## src/rtl/barrel_shifter8_lsl_pipe.sv

```systemverilog
`default_nettype none
// +----------------------------------------------------------------------------+
// | Module      : barrel_shifter8_lsl_pipe                                     |
// | Description : Pipelined logical-shift-left barrel shifter, one registered  |
// |               stage per shift-amount bit, valid/ready on both sides.       |
// |               Optional rotate-left mode enabled by BSH_LSL_ROTATE_EN.      |
// | Revision    : 1.0 - initial release                                        |
// +----------------------------------------------------------------------------+
module barrel_shifter8_lsl_pipe #(
  parameter int  DATA_W  = 8,
  localparam int SHAMT_W = $clog2(DATA_W)
) (
  input  logic               clk,
  input  logic               rst_n,
  input  logic               in_valid,
  output logic               in_ready,
  input  logic [DATA_W-1:0]  in_data,
  input  logic [SHAMT_W-1:0] in_shamt,
`ifdef BSH_LSL_ROTATE_EN
  input  logic               in_rot,
`endif
  output logic               out_valid,
  input  logic               out_ready,
  output logic [DATA_W-1:0]  out_data,
  output logic               out_ovf
);

  // w_rdy[k] is the capture enable of stage k; w_rdy[SHAMT_W] is the sink.
  logic [SHAMT_W:0] w_rdy;

  assign w_rdy[SHAMT_W] = out_ready;
  assign in_ready       = w_rdy[0];

  for (genvar k = 0; k < SHAMT_W; k++) begin : g_stage
    localparam int c_step = 1 << k;

    logic               w_src_valid;
    logic [DATA_W-1:0]  w_src_data;
    logic [SHAMT_W-1:0] w_src_shamt;
    logic               w_src_ovf;
    logic               w_src_rot;

    logic               r_valid;
    logic [DATA_W-1:0]  r_data;
    logic [SHAMT_W-1:0] r_shamt;
    logic               r_ovf;

    logic [c_step-1:0]  w_lost;
    logic [c_step-1:0]  w_fill;
    logic [DATA_W-1:0]  w_nxt_data;
    logic               w_nxt_ovf;

    if (k == 0) begin : g_head
      assign w_src_valid = in_valid;
      assign w_src_data  = in_data;
      assign w_src_shamt = in_shamt;
      assign w_src_ovf   = 1'b0;
    end else begin : g_body
      assign w_src_valid = g_stage[k-1].r_valid;
      assign w_src_data  = g_stage[k-1].r_data;
      assign w_src_shamt = g_stage[k-1].r_shamt;
      assign w_src_ovf   = g_stage[k-1].r_ovf;
    end

`ifdef BSH_LSL_ROTATE_EN
    logic r_rot;
    logic w_unused_stage;

    if (k == 0) begin : g_rot_head
      assign w_src_rot = in_rot;
    end else begin : g_rot_body
      assign w_src_rot = g_stage[k-1].r_rot;
    end

    always_ff @(posedge clk or negedge rst_n) begin
      if (!rst_n) begin
        r_rot <= 1'b0;
      end else if (w_rdy[k] && w_src_valid) begin
        r_rot <= w_src_rot;
      end
    end

    // The final stage's shamt/rot copies have no consumer downstream.
    assign w_unused_stage = ^{r_shamt, r_rot};
`else
    logic w_unused_stage;

    assign w_src_rot      = 1'b0;
    assign w_unused_stage = ^r_shamt;
`endif

    // Bits leaving the MSB end either wrap around (rotate) or are counted as overflow.
    assign w_lost = w_src_data[DATA_W-1 -: c_step];
    assign w_fill = w_src_rot ? w_lost : '0;

    always_comb begin
      w_nxt_data = w_src_data;
      w_nxt_ovf  = w_src_ovf;
      if (w_src_shamt[k]) begin
        w_nxt_data = {w_src_data[DATA_W-1-c_step:0], w_fill};
        w_nxt_ovf  = w_src_ovf | (|w_lost);
      end
      if (w_src_rot) begin
        w_nxt_ovf = 1'b0;
      end
    end

    assign w_rdy[k] = !r_valid || w_rdy[k+1];

    always_ff @(posedge clk or negedge rst_n) begin
      if (!rst_n) begin
        r_valid <= 1'b0;
        r_data  <= '0;
        r_shamt <= '0;
        r_ovf   <= 1'b0;
      end else if (w_rdy[k]) begin
        r_valid <= w_src_valid;
        // Bubbles advance the valid bit only; payload keeps its last value.
        if (w_src_valid) begin
          r_data  <= w_nxt_data;
          r_shamt <= w_src_shamt;
          r_ovf   <= w_nxt_ovf;
        end
      end
    end
  end

  assign out_valid = g_stage[SHAMT_W-1].r_valid;
  assign out_data  = g_stage[SHAMT_W-1].r_data;
  assign out_ovf   = g_stage[SHAMT_W-1].r_ovf;

endmodule
`default_nettype wire

```

## config.mk

```make
export PLATFORM = sky130hd
export DESIGN_NAME = barrel_shifter8_lsl_pipe
export DESIGN_NICKNAME = d
export VERILOG_FILES = /design/src/rtl/barrel_shifter8_lsl_pipe.sv
export SDC_FILE = /design/constraint.sdc
export NUM_CORES = 1
export LEC_CHECK = 0
export CAP_MARGIN = 20
export CORE_UTILIZATION = 25
export DETAILED_ROUTE_END_ITERATION = 8
export SLEW_MARGIN = 10
export SYNTH_ARGS = -nofsm -noshare
export SYNTH_HDL_FRONTEND = slang
export SYNTH_SLANG_ARGS = --single-unit
```

## constraint.sdc

```tcl
create_clock -name clk -period 3.4 [get_ports clk]
set_input_delay 0.68 -clock clk [delete_from_list [all_inputs] [get_ports clk]]
set_output_delay 0.68 -clock clk [all_outputs]
set_load 0.01 [all_outputs]
```

# [Word-level counts from Yosys, hierarchy flattened]
# Index checks and enable logic that the tools add are counted.
[totals] register_bits=36 in_bits=15 out_inout_bits=11 word_cells=30
[classes] mux=6 bitwise_logic=2 n_reduce_logical=11
[op_table] cell="$mux 8" count=3
[op_table] cell="$reduce_and 2->1" count=3
[op_table] cell="$reduce_or 4->1" count=1
[op_table] cell="$logic_not 1->1" count=3
[op_table] cell="$logic_or 1x1->1" count=3
[op_table] cell="$mux 1" count=3
[op_table] cell="$or 1x1->1" count=2
[op_table] cell="$reduce_or 2->1" count=1

# [Logic depth before layout (Yosys ltp)]
# Gate-level depths: netlist (run 1).
[depth] depth_word=5 depth_mapped=5 mapped_depth_nobuf=3

# [Least setup slack after synthesis (run 1)]
# OpenSTA, ideal clock, no wires.
[synth_timing] path_type="input-to-output" startpoint="in out_ready" endpoint="out in_ready" arrival_time_ns=1.176 required_ns=2.720 slack_ns=1.544 cell_stages=2 n_path_buf=1 cell_sequence="nand4b_2 -> buf_2"
[synth_between] elab_chain_cells=3
[synth_lines] element="from (decl)" line="23" rtl="input logic out_ready,"
[synth_lines] element="$logic_or 1x1->1 (3 in a row)" line="108" rtl="assign w_rdy[k] = !r_valid || w_rdy[k+1];"
[synth_lines] element="to (decl)" line="16" rtl="output logic in_ready,"
# Every way passes these cells.

# [Worst setup path after layout (run 1)]
# Same ends and word-level chain as after synthesis.

==> results.py, run 1 <==
metrics = {
    "global_route": {
        "gr-total-overflow": 0,
        "antenna_found_initial": 0,
        "grt_first_pass_wirelength_mm": 4.69,
        "grt_use_total": 0.0973,
        "grt_pass1_vias": 1004,
        "grt_max_degree": 34,
    },
    "critical_path": {
        "cp-startpoint": "out_ready",
        "crit_fanout": 3,
        "worstPathArrival_ps": 1880,
        "cp.required_ps": 2720,
        "endpoint_kind": "output pin",
        "path_class": "input pin to output pin",
        "r2r_slack_ps": 1710,
        "start_kind": "input pin",
        "reg2reg_depth": 4,
        "r2r-start": "g_stage[0].r_valid",
    },
    "placed_design": {
        "placed_area_mm2": 0.00184,
        "routabilityCongestion": 0.670,
        "io_buffers": 25,
        "dp_hpwl_mm": 1.96,
    },
    "sta": {
        "setup_viol": 0,
        "rsz0062_at_grt": "no",
        "tns_ps": 0,
        "finalCriticalPeriod_ps": 2560,
        "fmax_mhz": 390,
        "worst_slew_pin_slew_ps": 499,
        "slew_headroom": 0.666,
        "slew_viol_final": 0,
        "fin_crit_sh": 0.754,
        "hold_violations": 0,
        "skew_ps": 5.11,
    },
    "route": {
        "drtIter0Drc": 51,
        "top_layer": "met4",
        "vias": 1043,
        "wl_met1_mm": 1.36,
        "dr.pass1.iters": 4,
        "drc": 0,
        "routed_wl_mm": 2.75,
        "wl_per_cell_um": 12.0,
        "ant_nets": 0,
        "route.met3.wl_um": 153,
        "dr_wl_met2_mm": 1.18,
        "vias_per_cell": 4.53,
    },
    "clock_tree": {
        "path_clk_slew_ps": 60,
        "cts_tree": "yes",
        "cts_resized": 0,
        "cts_htree_levels": 2,
        "post-cts-setup-buffers": 0,
        "ctsHoldBuffers": 0,
        "clock_sinks": 33,
        "worstSkewPairLatency_ps": 290,
        "clockBufferDepth": 2,
        "numCtsBuffers": 5,
        "cts_root_buf": "clkbuf_8",
    },
    "floorplan": {
        "std_cell_rows": 28,
        "die_w_um": 80.5,
        "die_h_um": 80.5,
        "core-area_mm2": 0.00592,
        "io_pins": 26,
        "start_util": 0.260,
        "dieArea_mm2": 0.00648,
    },
    "power_and_ir_drop": {
        "clkPwrFrac": 0.247,
        "power_frac_seq": 0.492,
        "power_switching_mw": 0.333,
        "switching_share": 0.292,
        "p_comb_frac": 0.261,
        "p_leak_nw": 0.807,
        "powerDensity_mw_per_mm2": 592,
        "ir_drop_uv": 256,
        "internal_power_mw": 0.808,
    },
    "finish": {
        "drive_gt1_frac": 0.155,
        "antenna_cells": 0,
        "design_area_mm2": 0.00193,
        "fin_nets": 169,
        "area_growth_pct": 25.1,
        "postLayoutCoreUtil": 0.325,
    },
    "yosys": {
        "syn_nets": 145,
        "syn-mean-instance-area_um2": 11.8,
        "syn-cell-area_mm2": 0.00154,
        "ys_seq_area_frac": 0.536,
        "netlist_instances": 130,
        "synth_seq_cells": 33,
        "yosys_warnings": 0,
        "synth_cell_types": 23,
    },
    "run": {
        "cap_viol_max_count": 0,
    },
    "status": {
        "status": "finished clean",
    },
    "min_path": {
        "hp-start": "g_stage[0].r_shamt[2]",
        "hold_path_depth": 1,
        "min_path_type": "flop to flop",
    },
}
-- registers in the layout (all words and copies together), names as in the netlist --
name and flops:
g_stage.r_data 16, out_data 8, g_stage.r_shamt 3, g_stage.r_ovf 2, g_stage.r_valid 2, out_ovf 1, out_valid 1
-- final cells by class --
| cell class | count | area (um2) |
|---|---|---|
| fillers | 612 | 3990 |
| repair buffers | 27 | 265 |
| flip-flops and latches | 33 | 826 |
| multi-input cells | 86 | 656 |
| inverters | 1 | 3.75 |
| clock inverters | 2 | 10.0 |
| clock buffers | 6 | 72.6 |
| well taps | 75 | 93.8 |
-- cell usage after synthesis --
cell	number	area share
a21oi_1	25	0.081
a31oi_1	13	0.053
a41oi_1	1	0.0057
and2_4	1	0.0057
buf_2	3	0.0097
buf_4	1	0.0049
buf_6	1	0.0073
clkbuf_1	3	0.0073
clkbuf_2	2	0.0065
dfrtp_1	33	0.54
inv_1	1	0.0024
mux2_2	6	0.044
mux2_4	4	0.039
mux2i_1	18	0.12
nand2_1	2	0.0049
nand2_2	1	0.0041
nand2b_1	3	0.012
nand2b_2	1	0.0057
nand3b_2	1	0.0073
nand4b_2	1	0.0097
nor2b_1	7	0.028
o21ai_0	1	0.0032
or4_1	1	0.0049
-- logic make-up (layout without fill, tap and decap cells) --
group / after synthesis / in the layout / synth area share
muxes: 28 / 28 / 0.200
DFF: 33 / 33 / 0.536
and+or+nand+nor: 18 / 18 / 0.0829
AOI/OAI and AO/OA: 40 / 40 / 0.143
buffers and inverters: 11 / 36 / 0.0382
-- power by group through the flow --
stage / clock network [mW] / logic [mW] / registers, mW
final: 0.281 / 0.298 / 0.562
after global routing: 0.307 / 0.331 / 0.578
after CTS: 0.290 / 0.303 / 0.564
after detailed placement: 0 / 0.301 / 0.571
after global placement: 0 / 0.298 / 0.569
after floorplan: 0 / 0.185 / 0.551
-- per-layer routing --
| layer | global-route usage | vias up |
|---|---|---|
| met1 | 0.124 | 478 |
| met5 | 0 | - |
| met4 | 0.0482 | 0 |
| met3 | 0.0364 | 7 |
| met2 | 0.142 | 28 |
| li1 | - | 530 |
-- metrics by stage --
step                total power, mW  setup WS (ps)  instances  hold slack (ps)
finish                         1.14            837        230              508
global placement              0.866            825        222              495
detailed placement            0.873            831        222              495
CTS                            1.16            816        230              510
global route                   1.21            763        230              527
floorplan                     0.736           1540        130              384
-- final timing paths --
kind | endpoint
worst min register to register | g_stage[0].r_shamt[2]
min in group asynchronous | out_valid
worst max-delay path | in_ready
worst max register to register | g_stage[0].r_data[0]
worst min-delay path | g_stage[0].r_shamt[2]
max in group asynchronous | g_stage[0].r_data[2]
-- critical path, stage by stage --
cell and delay, ps:
clkdlybuf4s50_1 480, nand4b_2 160, clkdlybuf4s50_1 560
-- placed cells by master, fill, tap and decap left out, types with 3 or more instances in the layout --
master	count
nand2b_1	3
clkdlybuf4s50_1	25
a31oi_1	13
mux2_4	4
a21oi_1	25
clkbuf_8	5
mux2_2	6
nor2b_1	7
mux2i_1	18
dfrtp_1	33
(Power assumes the default switching activity.)
==> run 2: changes to the inputs <==
==> constraint.sdc (replaced) <==
create_clock -name clk -period 2.5 [get_ports clk]
set_input_delay 0.5 -clock clk [delete_from_list [all_inputs] [get_ports clk]]
set_output_delay 0.5 -clock clk [all_outputs]
set_load 0.01 [all_outputs]
==> run 2 against run 1 <==
  * Global-route usage up 0.69 points
  * Final cell count rose by 1.3%
  * Count of clock-buffer cells in the layout increased by 2
  * Non-clock buffer count is 3 higher
  * Final area up 1.0%
  * Power grew 36%
  * Wire length is 1.2% lower
  * Sequential power up 35%
  * Largest cell class unchanged
  * Largest power group unchanged
  * Highest routed layer unchanged
==> results.py, run 2 (synthesis gave the netlist of run 1 again) <==
metrics = {
    "finish": {
        "finalNonFillerCells": 233,
        "antenna_cells": 0,
        "final_common_cell": "dfrtp_1",
        "nFillCells": 625,
        "area_growth_pct": 26.4,
        "final-seq-area_um2": 826,
        "regMostFlops": "g_stage.r_data",
        "fin_nets": 172,
        "layout_common_cells": "33 x dfrtp_1, 25 x a21oi_1, 25 x clkdlybuf4s50_1, 18 x mux2i_1, 13 x a31oi_1",
        "design_area_mm2": 0.00195,
        "multi_input_area_um2": 656,
        "largest_reg_flops": 16,
        "drive_gt1_frac": 0.158,
    },
    "power_and_ir_drop": {
        "ir_drop_uv": 352,
        "powerDensity_mw_per_mm2": 799,
        "p_leak_nw": 0.816,
    },
    "sta": {
        "skew_ps": 3.92,
        "fin_crit_sh": 0.881,
        "holdWs_ps": 510,
        "rsz0062_at_grt": "no",
        "setup_viol": 0,
        "slew_headroom": 0.721,
        "tns_ps": 0,
        "setup_slack_ps": 298,
        "finalCriticalPeriod_ps": 2200,
        "hold_violations": 0,
        "worst_slew_pin_slew_ps": 417,
        "fmax_mhz": 454,
        "slew_viol_final": 0,
    },
    "route": {
        "drtIter0Drc": 20,
        "routed_wl_mm": 2.72,
        "dr.pass1.iters": 4,
        "vias_per_cell": 4.49,
        "wl_per_cell_um": 11.7,
        "drc": 0,
        "vias": 1047,
        "ant_nets": 0,
    },
    "critical_path": {
        "r2r-end": "g_stage[0].r_shamt[2]",
        "r2r-start": "g_stage[1].r_valid",
        "r2r_slack_ps": 990,
        "endpoint_kind": "output pin",
        "worstPathArrival_ps": 1700,
        "start_kind": "input pin",
        "crit_fanout": 3,
        "reg2reg_depth": 4,
        "path_class": "input pin to output pin",
        "cp.required_ps": 2000,
    },
    "min_path": {
        "hp-start": "g_stage[0].r_shamt[2]",
        "min_path_type": "flop to flop",
        "holdPathEnd": "g_stage[1].r_shamt[2]",
        "hold_path_depth": 1,
    },
    "floorplan": {
        "die_w_um": 80.5,
        "die_h_um": 80.5,
        "io_pins": 26,
        "dieArea_mm2": 0.00648,
        "std_cell_rows": 28,
        "start_util": 0.260,
        "core-area_mm2": 0.00592,
    },
    "placed_design": {
        "io_buffers": 25,
        "placed_area_mm2": 0.00187,
        "routabilityCongestion": 0.679,
        "placed_cells": 225,
        "dp_hpwl_mm": 1.96,
        "dpl_worst_slack_ps": 298,
    },
    "clock_tree": {
        "clock_sinks": 33,
        "worstSkewPairLatency_ps": 280,
        "post-cts-setup-buffers": 0,
        "cts_root_buf": "clkbuf_8",
        "clockBufferDepth": 2,
        "cts_resized": 0,
        "cts_htree_levels": 2,
        "numCtsBuffers": 5,
        "cts_tree": "yes",
        "ctsHoldBuffers": 0,
        "path_clk_slew_ps": 60,
    },
    "run": {
        "cap_viol_max_count": 0,
    },
    "global_route": {
        "grt_pass1_vias": 1021,
        "grt_first_pass_wirelength_mm": 5.03,
        "grt_max_degree": 34,
        "antenna_found_initial": 0,
        "gr-total-overflow": 0,
        "grt_use_total": 0.104,
    },
    "status": {
        "status": "finished clean",
    },
}
-- run 2: cell count changes in the layout (fill, tap and decap cells not counted) --
cell / before / now
buf_4: 2 / 5
clkbuf_1: 1 / 3
clkinv_2: 2 / 0
-- run 2: area by class of cell --
type	count	area share
flip-flops and latches	33	0.424
well taps	75	0.0482
repair buffers	30	0.148
clock buffers	8	0.0411
inverters	1	0.00193
multi-input cells	86	0.337
-- run 2: metrics by stage --
step                      utilization  total power, mW
final                           0.329             1.55
after global routing            0.329             1.67
after CTS                       0.329             1.57
after detailed placement        0.315             1.19
after global placement          0.315             1.19
after floorplan                     -             1.00
-- run 2: routing by layer --
layer	share of wire	GRT usage	vias to the layer above
li1	-	-	532
met4	0.0055	0.0321	0
met3	0.068	0.0500	2
met5	0	0	-
met1	0.51	0.139	481
met2	0.41	0.146	32
-- run 2: critical path: stages --
cell,delay [ps]
clkdlybuf4s50_1,480
nand4b_2,160
clkdlybuf4s50_1,560
-- run 2: report_power, final --
part | total, mW | leakage [nW] | internal [mW] | switching [mW]
clock | 0.381 | 0.0395 | 0.198 | 0.184
sequential | 0.759 | 0.377 | 0.657 | 0.103
combinational | 0.415 | 0.400 | 0.254 | 0.160
-- run 2: how the worst max path moves through the flow --
stage	slack, ps	endpoint	from
4_1_cts	280	in_ready	out_ready
2_1_floorplan	1000	in_ready	out_ready
6_report	300	in_ready	out_ready
3_5_place_dp	300	in_ready	out_ready
5_1_grt	210	in_ready	out_ready
3_3_place_gp	290	in_ready	out_ready
==> run 3: changes to the inputs <==
--- a/config.mk
+++ b/config.mk
@@ -6,8 +6,10 @@
 export NUM_CORES = 1
 export LEC_CHECK = 0
 export CAP_MARGIN = 20
+export CORE_ASPECT_RATIO = 1.4
 export CORE_UTILIZATION = 25
 export DETAILED_ROUTE_END_ITERATION = 8
+export MAX_ROUTING_LAYER = met4
 export SLEW_MARGIN = 10
 export SYNTH_ARGS = -nofsm -noshare
 export SYNTH_HDL_FRONTEND = slang
==> run 3 against run 2 <==
  * Critical path depth is the same
  * Clock skew fell by 1.4 ps
  * Final cell count is 2.1% lower
  * Setup slack worse by 7.6 ps
  * Sequential share of layout area increased by 0.14 points
  * First-iteration DRC count up 110%
  * Utilization is essentially flat
  * Via count decreased by 1.1%
  * Register-to-register slack hardly changed
  * Count of clock-buffer cells in the layout is the same
  * Non-clock buffer count unchanged
==> results.py, run 3 (synthesis gave the netlist of run 1 again) <==
metrics = {
    "status": {
        "status": "finished clean",
    },
    "floorplan": {
        "start_util": 0.261,
        "die_h_um": 94.9,
        "die_w_um": 68.3,
        "io_pins": 26,
        "dieArea_mm2": 0.00648,
        "std_cell_rows": 33,
        "core-area_mm2": 0.00590,
    },
    "critical_path": {
        "cp.required_ps": 2000,
        "reg2reg_depth": 4,
        "worstPathArrival_ps": 1710,
        "r2r-start": "g_stage[1].r_valid",
        "crit_fanout": 3,
        "r2r-end": "g_stage[0].r_shamt[1]",
        "path_class": "input pin to output pin",
        "start_kind": "input pin",
        "r2r_slack_ps": 980,
        "endpoint_kind": "output pin",
    },
    "finish": {
        "fin_nets": 172,
        "antenna_cells": 0,
        "final-seq-area_um2": 826,
        "drive_gt1_frac": 0.158,
        "nFillCells": 636,
        "final_common_cell": "dfrtp_1",
        "design_area_mm2": 0.00194,
        "largest_reg_flops": 16,
        "area_growth_pct": 26.0,
        "postLayoutCoreUtil": 0.329,
        "layout_common_cells": "33 x dfrtp_1, 25 x a21oi_1, 25 x clkdlybuf4s50_1, 18 x mux2i_1, 13 x a31oi_1",
        "multi_input_area_um2": 656,
        "regMostFlops": "g_stage.r_data",
    },
    "run": {
        "cap_viol_max_count": 0,
    },
    "sta": {
        "rsz0062_at_grt": "no",
        "setup_viol": 0,
        "fmax_mhz": 452,
        "tns_ps": 0,
        "skew_ps": 2.52,
        "finalCriticalPeriod_ps": 2210,
        "fin_crit_sh": 0.884,
        "slew_viol_final": 0,
        "hold_violations": 0,
        "worst_slew_pin_slew_ps": 426,
        "slew_headroom": 0.715,
    },
    "clock_tree": {
        "clockBufferDepth": 2,
        "cts_htree_levels": 2,
        "cts_resized": 0,
        "worstSkewPairLatency_ps": 280,
        "cts_tree": "yes",
        "numCtsBuffers": 5,
        "cts_root_buf": "clkbuf_8",
        "post-cts-setup-buffers": 0,
        "path_clk_slew_ps": 60,
        "ctsHoldBuffers": 0,
        "clock_sinks": 33,
    },
    "min_path": {
        "hold_path_depth": 1,
        "min_path_type": "flop to flop",
        "hp-start": "out_data[3]",
        "holdPathEnd": "out_data[3]",
    },
    "placed_design": {
        "routabilityCongestion": 0.736,
        "dp_hpwl_mm": 2.04,
        "placed_area_mm2": 0.00186,
        "io_buffers": 25,
    },
    "power_and_ir_drop": {
        "powerDensity_mw_per_mm2": 796,
        "ir_drop_uv": 287,
        "p_leak_nw": 0.816,
        "power_mw": 1.55,
    },
    "global_route": {
        "grt_pass1_vias": 1058,
        "antenna_found_initial": 0,
        "grt_first_pass_wirelength_mm": 4.84,
        "grt_max_degree": 34,
        "gr-total-overflow": 0,
        "grt_use_total": 0.105,
    },
    "route": {
        "vias_per_cell": 4.54,
        "wl_per_cell_um": 12.2,
        "drc": 0,
        "ant_nets": 0,
        "routed_wl_mm": 2.79,
        "drtIter0Drc": 42,
        "dr.pass1.iters": 4,
        "vias": 1035,
    },
}
-- run 3: cell counts in the layout (fill, tap and decap cells not counted) --
Identical to the previous run, type by type.
-- run 3: where the power goes --
group / internal, mW / switching [mW] / leakage (nW)
clock network: 0.197 / 0.178 / 0.0395
logic: 0.254 / 0.159 / 0.400
registers: 0.657 / 0.101 / 0.377
total: 1.11 / 0.437 / 0.816
-- run 3: area by class of cell --
| cell class | count | area share |
|---|---|---|
| multi-input combinational | 86 | 0.338 |
| inverter | 1 | 0.00193 |
| sequential | 33 | 0.426 |
| timing repair buffer | 30 | 0.148 |
| tap | 70 | 0.0451 |
| clock buffer | 8 | 0.0413 |
-- run 3: worst max-delay path by stage --
stage	slack [ps]	to	cells after the start	from
finish	290	in_ready	3	out_ready
global route	230	in_ready	3	out_ready
CTS	280	in_ready	3	out_ready
detailed placement	300	in_ready	3	out_ready
global placement	290	in_ready	3	out_ready
floorplan	1000	in_ready	2	out_ready
-- run 3: per-layer routing --
metal | vias up | global-route usage | routed length, um
li1 | 526 | - | -
met1 | 479 | 0.115 | 1210
met2 | 26 | 0.169 | 1400
met3 | 4 | 0.0399 | 134
met4 | 0 | 0.0417 | 44
met5 | - | - | 0
-- run 3: worst max-delay path: stages --
cell and delay [ps]:
clkdlybuf4s50_1 420, nand4b_2 260, clkdlybuf4s50_1 530
-- run 3: metrics by stage --
| step | std cells | setup slack (ps) | hold slack, ps |
|---|---|---|---|
| detailed placement | 220 | 298 | 504 |
| global route | 228 | 233 | 529 |
| CTS | 228 | 282 | 518 |
| floorplan | 130 | 1000 | 204 |
| global placement | 220 | 286 | 499 |
| finish | 228 | 290 | 509 |
